### src/rtl/vc_pop_arbiter.sv
// vc_pop_arbiter: drains VC0/VC1 FIFOs into one downstream FIFO.
// Weighted arbitration (VC0 favoured), 1-cycle registered output.
//
// Ports:
//   clk, reset          clock, async active-high reset
//   enable              arbitration enable; low stops all pops
//   vcN_empty/vcN_data  VC FIFO status and same-cycle read data
//   vcN_rd              combinational pop strobes
//   dst_almost_full     downstream backpressure, sampled combinationally
//   dst_wr/dst_data     registered downstream write
//   pop_cnt0/pop_cnt1   wrapping per-VC pop counters
//   state               FSM state (IDLE/ACTIVE/HOLD), debug only
module vc_pop_arbiter #(
  parameter int BW     = 6,
  parameter int WEIGHT = 3,
  parameter int CNT_W  = 8
) (
  input  logic             clk,
  input  logic             reset,
  input  logic             enable,
  input  logic             vc0_empty,
  input  logic [BW-1:0]    vc0_data,
  output logic             vc0_rd,
  input  logic             vc1_empty,
  input  logic [BW-1:0]    vc1_data,
  output logic             vc1_rd,
  input  logic             dst_almost_full,
  output logic             dst_wr,
  output logic [BW-1:0]    dst_data,
  output logic [CNT_W-1:0] pop_cnt0,
  output logic [CNT_W-1:0] pop_cnt1,
  output logic [1:0]       state
);

  typedef enum logic [1:0] {
    IDLE   = 2'd0,
    ACTIVE = 2'd1,
    HOLD   = 2'd2
  } state_e;

  localparam logic [3:0] WMAX = 4'(WEIGHT);

  state_e     st_q, st_d;
  logic [3:0] credit_q, credit_d;
  logic       go, nz0, nz1;
  logic       gnt0, gnt1;
  logic       pop0, pop1;

  assign nz0 = !vc0_empty;
  assign nz1 = !vc1_empty;
  assign go  = enable && !dst_almost_full && !reset;

  // credit counts VC0 grants made while VC1 was waiting
  always_comb begin
    gnt0 = 1'b0;
    gnt1 = 1'b0;
    unique case (1'b1)
      (nz0 && nz1): begin
        if (credit_q == WMAX) gnt1 = 1'b1;
        else                  gnt0 = 1'b1;
      end
      (nz0 && !nz1): gnt0 = 1'b1;
      (!nz0 && nz1): gnt1 = 1'b1;
      default: ;
    endcase
  end

  assign pop0   = go && gnt0;
  assign pop1   = go && gnt1;
  assign vc0_rd = pop0;
  assign vc1_rd = pop1;

  always_comb begin
    credit_d = credit_q;
    if (pop1) begin
      credit_d = '0;
    end else if (pop0 && nz1) begin
      if (credit_q == WMAX) credit_d = WMAX;
      else                  credit_d = credit_q + 4'd1;
    end else if (pop0) begin
      credit_d = '0;
    end
  end

  always_comb begin
    st_d = IDLE;
    if (!enable)
      st_d = IDLE;
    else if (dst_almost_full && (nz0 || nz1))
      st_d = HOLD;
    else if (pop0 || pop1)
      st_d = ACTIVE;
    else
      st_d = IDLE;
  end

  always_ff @(posedge clk or posedge reset) begin
    if (reset) begin
      st_q     <= IDLE;
      credit_q <= '0;
      dst_wr   <= 1'b0;
      dst_data <= '0;
      pop_cnt0 <= '0;
      pop_cnt1 <= '0;
    end else begin
      st_q     <= st_d;
      credit_q <= credit_d;
      dst_wr   <= pop0 | pop1;
      if (pop0)
        dst_data <= vc0_data;
      else if (pop1)
        dst_data <= vc1_data;
      if (pop0) pop_cnt0 <= pop_cnt0 + 1'b1;
      if (pop1) pop_cnt1 <= pop_cnt1 + 1'b1;
    end
  end

  assign state = st_q;

endmodule

### config.mk
export PLATFORM = sky130hd
export DESIGN_NAME = vc_pop_arbiter
export DESIGN_NICKNAME = d
export VERILOG_FILES = /design/src/rtl/vc_pop_arbiter.sv
export SDC_FILE = /design/constraint.sdc
export NUM_CORES = 1
export LEC_CHECK = 0
export ABC_AREA = 1
export BUFFER_PORTS_ARGS = -buffer_cell sky130_fd_sc_hd__buf_4
export CAP_MARGIN = 15
export CELL_PAD_IN_SITES_DETAIL_PLACEMENT = 0
export CELL_PAD_IN_SITES_GLOBAL_PLACEMENT = 2
export CORE_MARGIN = 4
export CORE_UTILIZATION = 28
export DETAILED_ROUTE_END_ITERATION = 6
export PLACE_DENSITY_LB_ADDON = 0.05
export SLEW_MARGIN = 25
export SYNTH_ARGS = -nofsm -noshare
export SYNTH_HDL_FRONTEND = slang
export SYNTH_SLANG_ARGS = --single-unit
### constraint.sdc
create_clock -name clk -period 1.7 [get_ports clk]
set_clock_uncertainty 0.15 [all_clocks]
set_input_delay 0.085 -clock clk [delete_from_list [all_inputs] [get_ports clk]]
set_output_delay 0.085 -clock clk [all_outputs]
set_load 0.05 [all_outputs]
==> qor.yml, run 1 <==
status: "finished, final reports clean"
ff_latch_area_um2: 727
switching_share_pct: 42.0
setup_violations: 0
final.setup.tns_ns: 0
relSlewSlack_pct: 73.9
dieWidth_um: 82.8
dieArea_um2: 6850
min_period_ns: 1.62
cts_buffers: 5
root_buffer: "clkbuf_8"
stdcell_count: 344
htreeDepth: 2
rows: 26
required_ns: 1.46
grt_max_degree: 30
dp_cells: 313
drive_gt1_share_pct: 27.7
final_cell_mix: "nand2_1, buf_4, inv_1, dfrtp_1, nand3_1"
grt_setup_unrepaired: "no"
drtPass1Iterations: 4
critical_path_arrival_ns: 1.38
fin_nets: 294
ys_seq_area_share_pct: 46.4
synth.net_count: 220
grt_pass1_wl_um: 6690
routabilityCongestion: 0.729
drc: 0
clk_latency_ns: 0.28
fmax_mhz: 619
hold_viol_final: 0
yosysWarnings: 0
cts_tree: "yes"
clk_path_buf_depth: 2
power.switching_mw: 1.11
path_clk_slew_ns: 0.06
multi_input_area_um2: 723
final_common_cell: "nand2_1"
hold_class: "in2reg"
power_density_nw_per_um2: 1130
power_leakage_nw: 1.28
seqPwrFrac_pct: 36.2
area_delta_synth_final_pct: 49.3
syn_avg_cell_area_um2: 7.87
core_um2: 5270
nFillCells: 577
p_clk_share_pct: 24.2
syn_inst: 199
drtAntennaViolNets: 0
synth_top_cell_area_share_pct: 46.4
start_kind: "register"
hpwl_um: 2870
start_util_pct: 29.7
vias: 1453
post_drt_via_cell_ratio: 4.22
drtIter0Drc: 25
synthTopCellsByArea: "dfrtp_1, nand2_1, nand3_1, inv_1, o21ai_1"
worst_setup_path_end_kind: "primary output"
wl_um: 3990
antenna_found_initial: 0
crit_type: "reg2out"
portBuffers: 44
wl_per_cell_um: 11.6
p_int_mw: 1.54
worstMarginPinSlew_ns: 0.392
peakVddDrop_uv: 511
p_comb_share_pct: 39.5
ys_ff_latch: 29
antenna_cells: 0
synth_area_um2: 1570
synth_cell_type_count: 21
clock-sinks: 29
finalCritPeriodShare_pct: 95.1
synth_top_area_cell: "dfrtp_1"
cap_viol_max_count: 0
grt.overflow.total: 0
fp.dieH_um: 82.8
grt_pass1_vias: 1455
slew_violations: 0
worstPathMaxFanout: 17
grt_usage_pct: 13.0
boundaryPins: 45
[routing by layer]
layer	vias up	track usage, %	wire, µm
met3	8	3.04	183
met5	-	0	0
met4	0	5.39	65
met2	35	21.4	1930
li1	760	-	-
met1	650	16.3	1810
[cell usage after synthesis]
master    instances
o21ai_1          11
xnor2_1           3
nand3_4           2
nand4_1           2
dfrtp_1          29
nand2_1          67
nor2_1           10
inv_4             1
ha_1              3
nor2_8            1
nand2_2           1
nand2_4           1
buf_6             1
inv_2             4
inv_1            30
nor2b_1           1
nand3_1          23
nor2_2            1
xor2_1            5
nand3b_1          1
nor2_4            2
[flip-flops by register name, summed over array words and instances, names as in the netlist]
register / count
pop_cnt0: 8
dst_wr: 1
dst_data: 6
pop_cnt1: 8
credit_q: 4
state: 2
[kinds of logic after synthesis]
group	synth area share, %
flip-flops	46.4
XOR/XNOR	4.48
AO/OA/AOI/OAI	3.52
adder cells (fa/ha/maj)	2.40
buffers and inverters	9.27
AND/OR/NAND/NOR	34.0
[final timing paths]
| path | startpoint | end | slack (ns) | cells past startpoint |
|---|---|---|---|---|
| min in group asynchronous | reset | pop_cnt0[3]$_DFFE_PP0N_ | 0.34 | 4 |
| max in group asynchronous | reset | credit_q[2]$_DFFE_PP0P_ | 0.75 | 4 |
| worst max register to register | credit_q[1]$_DFFE_PP0P_ | pop_cnt1[2]$_DFFE_PP0N_ | 0.20 | 8 |
| worst min-delay path | vc0_data[4] | dst_data[4]$_DFFE_PP0P_ | 0.02 | 5 |
| worst max-delay path | credit_q[1]$_DFFE_PP0P_ | vc0_rd | 0.08 | 5 |
| worst min register to register | dst_data[2]$_DFFE_PP0P_ | dst_data[2]$_DFFE_PP0P_ | 0.34 | 2 |
[final cells by class]
class,count,area share (%)
multi-input combinational,134,30.9
tap,70,3.75
timing repair buffer,68,24.0
clock inverter,1,0.214
clock buffer,7,4.12
sequential,29,31.1
inverter,35,5.84
[timing repair]
action | 4_1_cts | 5_1_grt
gates resized for setup | 8 | 2
gates cloned | 0 | 0
buffers inserted | 2 | 5
pin swaps | 0 | 1
endpoints found under the setup margin | 2 | 2
endpoints found under the hold margin | 37 | 0
hold buffers | 16 | 0
[power by group through the flow]
stage	sequential [mW]	clock, mW	combinational (mW)
3_5_place_dp	0.974	0	1.01
4_1_cts	0.965	0.667	1.05
6_report	0.961	0.642	1.05
2_1_floorplan	1.37	0	0.278
3_3_place_gp	0.979	0	1.02
5_1_grt	0.985	0.699	1.13
[worst max-delay path, stage by stage (launching register included)]
cell	delay [ns]
dfrtp_1	0.42
ha_4	0.19
nand3_4	0.12
nand2_8	0.11
inv_4	0.11
buf_8	0.15
[stage by stage]
step           area, µm²  total power [mW]  setup WS (ns)  utilization, %  hold WS, ns
2_1_floorplan       1570              1.65          0.114               -       -0.137
3_3_place_gp        1980              2.00          0.133            37.6        0.118
3_5_place_dp        1980              1.98          0.117            37.6        0.110
4_1_cts             2290              2.68         0.0191            43.5      0.00999
5_1_grt             2340              2.81        0.00190            44.3       0.0321
6_report            2340              2.65         0.0834            44.3       0.0186
Note: power is estimated with default switching activity, not from simulation.
==> inputs of run 2 (changes only) <==
Settings changed: BUFFER_PORTS_ARGS -buffer_cell sky130_fd_sc_hd__buf_4 to unset, CORE_UTILIZATION 28 to 34, DONT_BUFFER_PORTS set to 1.
==> qor.yml, run 2 (same netlist as run 1, synthesis figures left out) <==
grt_setup_unrepaired: "no"  # unchanged
wl_per_cell_um: 12.1  # was 11.6 µm
clk_path_buf_depth: 2  # unchanged
cpMaxStageDelayCell: "dlygate4sd3_1"  # was dfrtp_1
reg.largest.list: "pop_cnt0: 8 flops, pop_cnt1: 8 flops, dst_data: 6 flops"  # unchanged
grt_pass1_vias: 1340  # was 1455
final_common_cell: "nand2_1"  # unchanged
slew_violations: 0  # unchanged
power_density_nw_per_um2: 1140  # was 1130 nW/µm²
area_delta_synth_final_pct: 40.6  # was 49.3%
power_leakage_nw: 1.18  # was 1.28 nW
grt_max_degree: 30  # unchanged
grt.overflow.total: 0  # unchanged
min_period_ns: 1.65  # was 1.62 ns
antenna_cells: 0  # unchanged
fmax_mhz: 605  # was 619 MHz
htreeDepth: 2  # unchanged
slowest_delay_ns: 0.64  # was 0.42 ns
worstMarginPinSlew_ns: 0.495  # was 0.392 ns
drc: 0  # unchanged
holdWs_ns: 0.0750  # was 0.0186 ns
final.setup.tns_ns: 0  # unchanged
switching_share_pct: 42.8  # was 42.0%
vias: 1425  # was 1453
p_int_mw: 1.44  # was 1.54 mW
clk_latency_ns: 0.27  # was 0.28 ns
dieArea_um2: 5750  # was 6850 µm²
dp_cells: 269  # was 313
cp_cell_sequence: "dlygate4sd3_1, nand2_1, inv_2, nor2_4, dlygate4sd3_1"  # was ha_4, nand3_4, nand2_8, inv_4, buf_8
fp.dieH_um: 75.9  # was 82.8 µm
core_um2: 4410  # was 5270 µm²
status: "finished, final reports clean"  # unchanged
stdcell_count: 308  # was 344
fin_util_pct: 49.9  # was 44.3%
drtPass1Iterations: 4  # unchanged
rows: 24  # was 26
required_ns: 1.76  # was 1.46 ns
critical_path_arrival_ns: 1.71  # was 1.38 ns
power.switching_mw: 1.08  # was 1.11 mW
fin_nets: 277  # was 294
grt_usage_pct: 14.6  # was 13.0%
start_kind: "input port"  # was register
path_clk_slew_ns: 0.06  # about the same
start_util_pct: 35.5  # was 29.7%
dieWidth_um: 75.9  # was 82.8 µm
drtAntennaViolNets: 0  # unchanged
nFillCells: 445  # was 577
p_comb_share_pct: 35.6  # was 39.5%
hold_class: "in2reg"  # unchanged
total_power_mw: 2.52  # was 2.65 mW
routabilityCongestion: 0.795  # was 0.729
grt_pass1_wl_um: 6220  # was 6690 µm
wl_um: 3740  # was 3990 µm
hpwl_um: 2700  # was 2870 µm
portBuffers: 0  # was 44
setup_violations: 0  # unchanged
seqPwrFrac_pct: 41.7  # was 36.2%
post_drt_via_cell_ratio: 4.63  # was 4.22
min_from: "reset"  # was vc0_data[4]
hold_viol_final: 0  # unchanged
r2r_start: "credit_q[0]$_DFFE_PP0P_"  # was credit_q[1]$_DFFE_PP0P_
antenna_found_initial: 0  # unchanged
worstPathMaxFanout: 8  # was 17
root_buffer: "clkbuf_8"  # unchanged
relSlewSlack_pct: 67.0  # was 73.9%
cpMostUsedCell: "dlygate4sd3_1"
drtIter0Drc: 77  # was 25
final_cell_mix: "nand2_1, inv_1, buf_4, dfrtp_1, nand3_1"  # was nand2_1, buf_4, inv_1, dfrtp_1, nand3_1
worst_setup_path_end_kind: "register"  # was primary output
p_clk_share_pct: 22.7  # was 24.2%
clock-sinks: 29  # unchanged
finalCritPeriodShare_pct: 97.2  # was 95.1%
cts_tree: "yes"  # unchanged
peakVddDrop_uv: 441  # was 511 µV
cap_viol_max_count: 0  # unchanged
crit_type: "in2reg"  # was reg2out
crit_start: "vc0_empty"  # was credit_q[1]$_DFFE_PP0P_
cts_buffers: 5  # unchanged
boundaryPins: 45  # unchanged
drive_gt1_share_pct: 21.1  # was 27.7%
==> run 2: final cells by class <==
| type | count | area [µm²] | share of cell area (%) |
|---|---|---|---|
| repair buffers | 51 | 462 | 21.0 |
| flip-flops and latches | 29 | 728 | 33.1 |
| clock buffers | 7 | 86.3 | 3.92 |
| well taps | 52 | 65.1 | 2.96 |
| multi-input cells | 134 | 721 | 32.7 |
| inverters | 35 | 139 | 6.31 |
==> run 2: path summary, 6_finish.rpt <==
path | to | slack, ns | cells past startpoint
min reg2reg | pop_cnt1[7]$_DFFE_PP0N_ | 0.36 | 2
max in group asynchronous | credit_q[0]$_DFFE_PP0P_ | 0.93 | 4
max | dst_wr$_DFF_PP0_ | 0.05 | 5
min in group asynchronous | pop_cnt1[0]$_DFFE_PP0N_ | 0.30 | 4
max reg2reg | pop_cnt1[2]$_DFFE_PP0N_ | 0.19 | 8
min | dst_data[0]$_DFFE_PP0P_ | 0.08 | 5
==> run 2: stage by stage <==
stage,setup WS (ns),instance area (µm²)
2_1_floorplan,0.114,1570
3_3_place_gp,0.159,1770
3_5_place_dp,0.140,1770
4_1_cts,0.00450,2110
5_1_grt,0.00378,2200
6_report,0.0475,2200
==> run 2: power by group through the flow <==
stage                     logic, mW  registers, mW  clock network [mW]
after floorplan               0.278           1.37                   0
after global placement        0.837           1.05                   0
after detailed placement      0.848           1.06                   0
after CTS                     0.897           1.05               0.595
after global routing          0.971           1.07               0.626
final                         0.897           1.05               0.571
==> run 2: worst max-delay path: cells and delay by family <==
family / cells / cell delay (ns)
and+or+nand+nor: 2 / 0.33
buffers and inverters: 3 / 1.30
==> run 2: repair_timing <==
| item | 4_1_cts | 5_1_grt |
|---|---|---|
| resized for setup | 6 | 4 |
| buffers inserted | 1 | 10 |
| setup endpoints to repair | 2 | 3 |
| hold endpoints to repair | 54 | 2 |
| pin swaps | 0 | 4 |
| hold buffers | 20 | 1 |
==> run 2: routing by layer <==
layer / GRT usage (%) / share of wire, %
met1: 17.9 / 45
met2: 23.1 / 48
met3: 5.54 / 5.6
met4: 5.83 / 1.6
met5: 0 / 0
